[config.mk]
export PLATFORM = sky130hd
export DESIGN_NAME = refr_temp_derate
export DESIGN_NICKNAME = d
export VERILOG_FILES = /design/src/rtl/refr_temp_derate_pkg.sv /design/src/rtl/refr_temp_watchdog.sv /design/src/rtl/refr_temp_derate.sv
export SDC_FILE = /design/constraint.sdc
export NUM_CORES = 1
export LEC_CHECK = 0
export CAP_MARGIN = 30
export CORE_ASPECT_RATIO = 0.8
export CORE_MARGIN = 8
export CORE_UTILIZATION = 50
export DETAILED_ROUTE_END_ITERATION = 16
export PLACE_DENSITY = 0.94
export SYNTH_ARGS = -nofsm -noshare
export SYNTH_HDL_FRONTEND = slang
export SYNTH_SLANG_ARGS = --single-unit
export TNS_END_PERCENT = 1
[constraint.sdc]
create_clock -name clk -period 4.9 [get_ports clk]
set_clock_uncertainty 0.1 [all_clocks]
set_input_delay 0.49 -clock clk [delete_from_list [all_inputs] [get_ports clk]]
set_output_delay 0.49 -clock clk [all_outputs]
set_load 0.01 [all_outputs]
[src/rtl/refr_temp_derate_pkg.sv]
// refr_temp_derate_pkg: shared thermal states, scale codes and default thresholds for refresh derating
package refr_temp_derate_pkg;

    typedef enum logic [1:0] {
        T_INIT = 2'd0,
        T_NORM = 2'd1,
        T_HOT  = 2'd2,
        T_CRIT = 2'd3
    } temp_state_t;

    localparam logic [1:0] SCALE_1X = 2'd0;
    localparam logic [1:0] SCALE_2X = 2'd1;
    localparam logic [1:0] SCALE_4X = 2'd2;

    localparam logic [7:0]  DEF_HOT_TH    = 8'd85;
    localparam logic [7:0]  DEF_CRIT_TH   = 8'd95;
    localparam logic [7:0]  DEF_HYST      = 8'd5;
    localparam int          DEF_COOL_CNT  = 4;
    localparam logic [31:0] DEF_STALE_PER = 32'd2_000_000;

    // INIT is treated as worst case until the first sample arrives
    function automatic logic [1:0] target_scale(input temp_state_t s);
        return (s == T_NORM) ? SCALE_1X : (s == T_HOT) ? SCALE_2X : SCALE_4X;
    endfunction

endpackage

[src/rtl/refr_temp_watchdog.sv]
// refr_temp_watchdog: counts cycles since the last temperature sample and pulses once when STALE_PER is reached
module refr_temp_watchdog
    import refr_temp_derate_pkg::*;
#(
    parameter logic [31:0] STALE_PER = DEF_STALE_PER
) (
    input  logic clk,
    input  logic rst_n,
    input  logic temp_valid,
    output logic expire
);

    logic [31:0] cnt_q, cnt_d;

    // count idle cycles, saturate at the limit, restart on every sample; a sample in the expiry cycle suppresses the pulse
    always_comb begin
        cnt_d  = temp_valid ? 32'd0 : (cnt_q == STALE_PER) ? cnt_q : cnt_q + 32'd1;
        expire = !temp_valid && (cnt_q + 32'd1 == STALE_PER);
    end

    // counter register
    always_ff @(posedge clk or negedge rst_n) begin
        if (!rst_n) cnt_q <= '0;
        else        cnt_q <= cnt_d;
    end

endmodule

[src/rtl/refr_temp_derate.sv]
// refr_temp_derate: classifies temperature samples with hysteresis and derates tREFIab/tREFIpb while the refresh handler is idle
// Optional stale-sample watchdog enabled by defining TEMP_WATCHDOG_EN.
module refr_temp_derate
    import refr_temp_derate_pkg::*;
#(
    parameter logic [7:0]  HOT_TH    = DEF_HOT_TH,
    parameter logic [7:0]  CRIT_TH   = DEF_CRIT_TH,
    parameter logic [7:0]  HYST      = DEF_HYST,
    parameter int          COOL_CNT  = DEF_COOL_CNT,
    parameter logic [31:0] STALE_PER = DEF_STALE_PER
) (
    input  logic        clk,
    input  logic        rst_n,
    input  logic        temp_valid,
    input  logic [7:0]  temp_data,
    input  logic        ref_idle,
    input  logic [31:0] base_refi_ab,
    input  logic [31:0] base_refi_pb,
    output logic [31:0] refi_ab_eff,
    output logic [31:0] refi_pb_eff,
    output logic [1:0]  refi_scale,
    output logic        temp_alarm,
    output logic        temp_stale,
    output logic [7:0]  temp_max
);

    localparam logic [7:0] HOT_COOL  = HOT_TH - HYST;
    localparam logic [7:0] CRIT_COOL = CRIT_TH - HYST;
    localparam logic [3:0] COOL_N    = 4'(COOL_CNT);

    temp_state_t state_q, state_d;
    logic [3:0]  cool_q, cool_d, cool_inc;
    logic [1:0]  scale_q, scale_d;
    logic [31:0] ab_q, ab_d, pb_q, pb_d, ab_sh, pb_sh;
    logic        alarm_q, alarm_d;
    logic [7:0]  max_q, max_d;
    logic        expire;

`ifdef TEMP_WATCHDOG_EN
    logic stale_q, stale_d;

    refr_temp_watchdog #(.STALE_PER(STALE_PER)) u_wdog (
        .clk        (clk),
        .rst_n      (rst_n),
        .temp_valid (temp_valid),
        .expire     (expire)
    );

    // stale flag rises on expiry and is cleared by the next sample
    always_comb begin
        stale_d = temp_valid ? 1'b0 : expire ? 1'b1 : stale_q;
    end

    // stale flag register
    always_ff @(posedge clk or negedge rst_n) begin
        if (!rst_n) stale_q <= 1'b0;
        else        stale_q <= stale_d;
    end

    assign temp_stale = stale_q;
`else
    logic unused_stale_per;
    assign unused_stale_per = ^STALE_PER;
    assign expire           = 1'b0;
    assign temp_stale       = 1'b0;
`endif

    // thermal FSM: heat up immediately, cool down one state after COOL_CNT consecutive cool samples
    always_comb begin
        state_d  = state_q;
        cool_d   = cool_q;
        cool_inc = cool_q + 4'd1;
        if (temp_valid) begin
            unique case (state_q)
                T_INIT, T_NORM: begin
                    state_d = (temp_data >= CRIT_TH) ? T_CRIT : (temp_data >= HOT_TH) ? T_HOT : T_NORM;
                    cool_d  = '0;
                end
                T_HOT: begin
                    if (temp_data >= CRIT_TH) begin
                        state_d = T_CRIT;
                        cool_d  = '0;
                    end else if (temp_data < HOT_COOL) begin
                        state_d = (cool_inc == COOL_N) ? T_NORM : T_HOT;
                        cool_d  = (cool_inc == COOL_N) ? 4'd0 : cool_inc;
                    end else begin
                        cool_d  = '0;
                    end
                end
                T_CRIT: begin
                    if (temp_data < CRIT_COOL) begin
                        state_d = (cool_inc == COOL_N) ? T_HOT : T_CRIT;
                        cool_d  = (cool_inc == COOL_N) ? 4'd0 : cool_inc;
                    end else begin
                        cool_d  = '0;
                    end
                end
            endcase
        end else if (expire) begin
            state_d = T_INIT;
            cool_d  = '0;
        end
    end

    // apply stage, derate arithmetic with a floor of 1, alarm and sticky maximum
    always_comb begin
        scale_d = ref_idle ? target_scale(state_q) : scale_q;
        ab_sh   = base_refi_ab >> scale_q;
        pb_sh   = base_refi_pb >> scale_q;
        ab_d    = (ab_sh == '0) ? 32'd1 : ab_sh;
        pb_d    = (pb_sh == '0) ? 32'd1 : pb_sh;
        alarm_d = (state_q == T_CRIT);
        max_d   = (temp_valid && temp_data > max_q) ? temp_data : max_q;
    end

    // state and datapath registers
    always_ff @(posedge clk or negedge rst_n) begin
        if (!rst_n) begin
            state_q <= T_INIT;
            cool_q  <= '0;
            scale_q <= SCALE_4X;
            ab_q    <= '0;
            pb_q    <= '0;
            alarm_q <= 1'b0;
            max_q   <= '0;
        end else begin
            state_q <= state_d;
            cool_q  <= cool_d;
            scale_q <= scale_d;
            ab_q    <= ab_d;
            pb_q    <= pb_d;
            alarm_q <= alarm_d;
            max_q   <= max_d;
        end
    end

    assign refi_ab_eff = ab_q;
    assign refi_pb_eff = pb_q;
    assign refi_scale  = scale_q;
    assign temp_alarm  = alarm_q;
    assign temp_max    = max_q;

endmodule
==> metrics.txt, run 1 <==
status finished, violations left; violated checks negative hold slack; Tcrit/Tclk final a little over half; Seq. cell area approximately 2000 µm²; placed instance count roughly 650; maximum vdd ir drop just over 0.2 mV; largest family of logic cells by synthesized area multiplexers; Compound-Gate Fraction of Synth Area around 11%; final std cells w/o fill ~670; async set-reset flop share out of synthesis 100%; Sum Neg Setup Slack 0 ns; post-CTS setup buffers 0; Die Span X about 120 µm; Worst-path clk slew roughly 0.090 ns; P_int 1.23 mW; vias ~3800; Post-Synth XOR/XNOR Area less than 1%; multi-input logic area around 2200 µm²; DRC Markers 0; Buffers on Ports 150; worst-skew pair later-pin latency 0.35 ns; Worst Setup End Kind primary output; Sequential Power Share 44.2%; dpl ws between 2 and 2.5 ns; number of flops mapped to enable cells by yosys 0; sequential share of the synthesized area 45.8%; FF+latch count, synth a little over 80; core area 8560 µm²; wire per inst between 20 and 25 µm; Total GRT Usage between 20% and 30%; CP arrival about 2 ns; mux contribution to synthesized area 23.1%; Inserted Diodes 0; die area between 10000 and 15000 µm²; first-pass GRT wire length 21.1 mm; most numerous cell in the Yosys netlist dfrtp_1; Comb pwr share between 20 and 30%; CP Max Fanout 96; Tightest Pin Transition 0.632 ns; IO Pins approximately 150; sw power between 500 and 600 µW; unrepaired setup endpoints after global routing false; cell taking the most area after synthesis dfrtp_1; CTS tree done; leakage dissipation about 2.7 nW; Fmax achieved a little under 400 MHz; pwr dens approximately 290 nW/µm²; post-synthesis adder-cell area fraction 3.39%; Mapped Cells 414; final wirelength 13.7 mm; post-synth top area share 45.2%; main area contributors after synthesis dfrtp_1 (45%), mux2i_1 (16%), a21oi_1 (4.6%); Req. time, crit path ~4.3 ns; area of the mapped netlist 4430 µm²; die height 100 µm; Root Buffer clkbuf_8; Final Hold Vio Count 2; post-synthesis simple-gate area fraction 12.1%; hold slack -0.00529 ns; H-tree lvl count 3; DRT iter0 DRCs 358; Bufs and invs on worst path 2; synth unique cells 42; average size of a mapped cell roughly 11 µm²; Synth Warn # 0; GP Congestion a little over 0.9; worst hold path class in -> async; FILL cells around 640; syn nets approximately 500; clock network power share roughly a quarter; clk sink count 81; setup violators final 0; Detailed Place HPWL between 10 and 15 mm; final setup margin 2.30 ns; switching share of power 30.8%; Setup CP Type reg -> out; Primary FF master, synth dfrtp_1; number of global-route vias before repair a little under 4000; worst-path cell chain buf_16 -> clkdlybuf4s50_1; crit-path leading delay family buffers and inverters; final period demand of the worst path approximately 2.6 ns; stages on the worst setup path 2; antenna viol nets, final 0; Max clock buf depth 2; Num CTS Buffers 9; initial antenna violation count 0; Post-synth top cells dfrtp_1 (80), mux2i_1 (73), a21oi_1 (41); Via density ~5.7; drt first pass iters 4; Setup crit start kind flip-flop; Cell Rows 30; largest net degree at the start of global routing 99; slowest cell on the critical path dfstp_4; Register-to-Register Path Depth 6; Tot Pwr between 1.5 and 2 mW; Overflow after GRT 0; layout cells sized above 1 around 8.6%; max-cap check violation count 0; Final Net Count between 600 and 700; cts hold-fix bufs 0; Area growth, synth to finish 39.6%; max-slew violations 0; Initial Util 51.8%; CP max stage delay about 0.65 ns; max_slew headroom 57.9%; Post-CTS Resized 0
state kept, by name (all words and copies together) (netlist names):
signal,cells
refi_ab_eff,32
temp_alarm,1
cool_q,4
refi_pb_eff,32
temp_max,8
state_q,2
refi_scale,2
metrics by stage:
| stage | util (%) | area [µm²] |
|---|---|---|
| after floorplan | - | 4430 |
| after global placement | 69.5 | 5950 |
| after detailed placement | 69.8 | 5970 |
| after CTS | 72.0 | 6160 |
| after global routing | 72.3 | 6190 |
| final | 72.3 | 6190 |
cell usage in the layout (no fill, tap or decap), types with 2 or more instances in the layout:
cell type	n
or4_1	4
nor2b_1	9
ha_1	12
inv_1	15
o21ai_0	25
mux2_2	18
o21bai_1	2
clkdlybuf4s50_1	149
nand4_1	3
nor2_1	25
o22ai_1	2
a211oi_1	3
a31oi_1	3
nor4_1	10
nor4_2	2
nand2_1	14
nand2b_1	8
mux4_2	4
nor3_1	12
buf_4	2
mux2i_1	73
nor3b_1	3
clkbuf_8	10
clkinv_4	2
a31o_1	2
nand3b_1	2
o211ai_1	4
a21oi_1	41
dfrtp_1	79
nand3_1	3
worst paths after layout:
check | from | slack (ns) | end
max | refi_scale[1] | 2.30 | refi_scale[1]
min | rst_n | -0.005 | temp_max[6]
max reg2reg | refi_scale[1] | 2.41 | refi_pb_eff[0]
min reg2reg | temp_max[4] | 0.44 | temp_max[4]
max in group asynchronous | rst_n | 4.05 | refi_scale[1]
min in group clk | temp_max[4] | 0.44 | temp_max[4]
per-layer routing:
metal | GRT usage [%] | wire length, µm
met1 | 30.0 | 5990
met3 | 5.84 | 1070
met2 | 33.2 | 6220
met5 | 0 | 0
met4 | 9.27 | 379
layout make-up:
type,count,share of cell area [%]
Tap cell,112,2.27
Clock buffer,10,2.22
Sequential cell,81,32.9
Timing Repair Buffer,153,25.1
Inverter,15,0.910
Multi-Input combinational cell,294,35.8
Clock inverter,6,0.809
power by group through the flow:
stage	clock, mW	sequential, mW	combinational (mW)
floorplan	0	0.825	0.201
global placement	0	0.804	0.507
detailed placement	0	0.805	0.522
CTS	0.474	0.792	0.525
global route	0.504	0.796	0.576
finish	0.465	0.787	0.529
logic make-up after synthesis:
group                      after synthesis
DFF                                     81
adders and majority gates               12
other                                    1
AOI/OAI and AO/OA                       86
muxes                                   95
buffers and inverters                   39
xor gates and xnor gates                 1
and+or+nand+nor                         99
worst register-to-register path: stages, from the launching register on:
cell,delay [ns]
dfstp_4,0.65
buf_16,0.35
mux2i_1,0.49
nor2b_1,0.22
a21oi_1,0.06
nor4_1,0.37
a31o_1,0.19
No activity file was read; power rests on OpenSTA's default activity.
==> run 2, diff against run 1 <==
--- a/config.mk
+++ b/config.mk
@@ -8,9 +8,9 @@
 export CAP_MARGIN = 30
 export CORE_ASPECT_RATIO = 0.8
 export CORE_MARGIN = 8
-export CORE_UTILIZATION = 50
+export CORE_UTILIZATION = 46
 export DETAILED_ROUTE_END_ITERATION = 16
-export PLACE_DENSITY = 0.94
+export PLACE_DENSITY = 0.88
 export SYNTH_ARGS = -nofsm -noshare
 export SYNTH_HDL_FRONTEND = slang
 export SYNTH_SLANG_ARGS = --single-unit
==> constraint.sdc (replaced) <==
create_clock -name clk -period 2.65 [get_ports clk]
set_clock_uncertainty 0.1 [all_clocks]
set_input_delay 0.265 -clock clk [delete_from_list [all_inputs] [get_ports clk]]
set_output_delay 0.265 -clock clk [all_outputs]
set_load 0.01 [all_outputs]
==> metrics.txt, run 2 (synthesis gave the netlist of run 1 again) <==
worst reg2reg setup slack 0.25 ns (was 2.41 ns); most frequent cells in the layout clkdlybuf4s50_1 (149), dfrtp_1 (79), mux2i_1 (73) (unchanged); Final Hold Vio Count 0 (was 2); Req. time, crit path 2.82 ns (was 4.31 ns); Cell Rows 32 (was 30); Seq. cell area 2040 µm² (unchanged); Worst Setup End Kind flip-flop (was primary output); worst r2r src refi_scale[1] (unchanged); max-cap check violation count 0 (unchanged); Buffers on Ports 150 (unchanged); Inserted Diodes 0 (unchanged); FILL cells 716 (was 636); reg2reg end refi_pb_eff[0] (unchanged); status finished clean (was finished, violations left); H-tree lvl count 3 (unchanged); vias 3942 (was 3808); worst setup path startpoint refi_scale[1] (unchanged); largest net degree at the start of global routing 63 (was 99); Setup CP Type reg -> reg (was reg -> out); layout cells sized above 1 9.36% (was 8.59%); worst hold path class reg -> reg (was in -> async); max_slew headroom 46.3% (was 57.9%); drt first pass iters 5 (was 4); GP Congestion 0.900 (was 0.935); Area growth, synth to finish 43.3% (was 39.6%); die height 104 µm (was 100 µm); pwr dens 586 nW/µm² (was 288 nW/µm²); Max clock buf depth 2 (unchanged); CP max stage delay 0.95 ns (was 0.65 ns); Num CTS Buffers 9 (unchanged); unrepaired setup endpoints after global routing false (unchanged); IO Pins 152 (unchanged); Detailed Place HPWL 10.9 mm (was 10.6 mm); initial antenna violation count 0 (unchanged); Sum Neg Setup Slack 0 ns (unchanged); Register-to-Register Path Depth 5 (was 6); Initial Util 46.7% (was 51.8%); Final Net Count 649 (was 642); Total GRT Usage 21.3% (was 22.3%); CP arrival 2.56 ns (was 2.01 ns); Tcrit/Tclk final about nine tenths; CTS tree done (unchanged); multi-input logic area 2210 µm² (unchanged); maximum vdd ir drop 0.265 mV (was 0.207 mV); wire per inst 20.4 µm (about the same); Root Buffer clkbuf_16 (was clkbuf_8); Fmax achieved approximately 420 MHz; worst-path cell chain mux2i_1 -> nor2b_1 -> a21oi_1 -> nor4_1 -> a31o_1 (was buf_16 -> clkdlybuf4s50_1); final wirelength 14.0 mm (was 13.7 mm); core area 9490 µm² (was 8560 µm²); Tightest Pin Transition 0.805 ns (was 0.632 ns); post-CTS setup buffers 0 (unchanged); slowest cell on the critical path dfstp_4 (unchanged); DRC Markers 0 (unchanged); leakage dissipation 2.73 nW (was 2.66 nW); final period demand of the worst path 2.40 ns; DRT iter0 DRCs 564 (was 358); CP Max Fanout 51 (was 96); clk sink count 81 (unchanged); antenna viol nets, final 0 (unchanged); max-slew violations 0 (unchanged); Die Span X 126 µm (was 121 µm); number of global-route vias before repair 3912 (was 3857); Overflow after GRT 0 (unchanged); worst-skew pair later-pin latency 0.33 ns (was 0.35 ns); CP endpoint refi_pb_eff[0] (was refi_scale[1]); setup violators final 0 (unchanged); most common cell after layout, fill and taps aside clkdlybuf4s50_1 (unchanged); Via density 5.75 (was 5.68); Tot Pwr 3.72 mW (was 1.78 mW); Worst-path clk slew 0.06 ns (was 0.09 ns); die area 13100 µm² (was 12200 µm²); first-pass GRT wire length 22.0 mm (was 21.1 mm); Setup crit start kind flip-flop (unchanged)
run 2: metrics by stage:
step | worst slack, ns | cells | hold WS (ns) | utilization [%] | instance area, µm²
final | 0.254 | 685 | 0.442 | 66.9 | 6350
after global routing | 0.195 | 685 | 0.464 | 66.9 | 6350
after CTS | 0.324 | 685 | 0.444 | 66.9 | 6350
after detailed placement | 0.263 | 668 | 0.308 | 63.6 | 6030
after global placement | 0.285 | 668 | 0.291 | 63.6 | 6030
after floorplan | 0.635 | 414 | -0.131 | - | 4430
run 2: area by class of cell:
cell class / instances / share of cell area [%]
clock buffer: 11 / 3.82
clock inverter: 5 / 1.01
tap: 119 / 2.35
sequential: 81 / 32.1
inverter: 15 / 0.887
timing repair buffer: 160 / 25.0
multi-input combinational: 294 / 34.8
run 2: worst max-delay path, delay by kind of cell, from the launching register on:
kind,cells,cell delay (ns)
compound gates,2,0.29
mux,1,0.40
simple gates,2,0.59
flops,1,0.95
run 2: how the worst min path moves through the flow:
stage / from / to / slack, ns / cells past startpoint
2_1_floorplan: rst_n / cool_q[0] / -0.13 / 0
3_3_place_gp: rst_n / refi_ab_eff[9] / 0.29 / 1
3_5_place_dp: rst_n / refi_ab_eff[9] / 0.31 / 1
4_1_cts: temp_max[4] / temp_max[4] / 0.44 / 1
5_1_grt: temp_max[6] / temp_max[6] / 0.46 / 1
6_report: temp_max[4] / temp_max[4] / 0.44 / 1
run 2: per-layer routing:
metal / vias up / track usage [%] / part of all wire (%) / wire [µm]
li1: 1810 / - / - / -
met1: 1904 / 28.8 / 43 / 6010
met2: 203 / 32.2 / 46 / 6390
met3: 25 / 5.84 / 8.9 / 1250
met4: 0 / 7.20 / 2.4 / 331
met5: - / 0 / 0 / 0
run 2: timing repair:
action,in CTS,in global routing
endpoints found under the hold margin,60,0
endpoints found under the setup margin,0,0
gates resized for setup,0,0
hold buffers,1,0
run 2: power by group:
part / internal, mW / leakage, nW / switching [mW] / total, mW
Sequential: 1.37 / 0.952 / 0.0860 / 1.46
Combinational: 0.542 / 1.64 / 0.453 / 0.995
Clock: 0.763 / 0.146 / 0.501 / 1.26
==> run 3, diff against run 2 <==
--- a/config.mk
+++ b/config.mk
@@ -10,6 +10,7 @@
 export CORE_MARGIN = 8
 export CORE_UTILIZATION = 46
 export DETAILED_ROUTE_END_ITERATION = 16
+export HOLD_SLACK_MARGIN = 0.15
 export PLACE_DENSITY = 0.88
 export SYNTH_ARGS = -nofsm -noshare
 export SYNTH_HDL_FRONTEND = slang
==> results of run 3 <==
Final layout, timing and power as in run 2 (identical DEF).
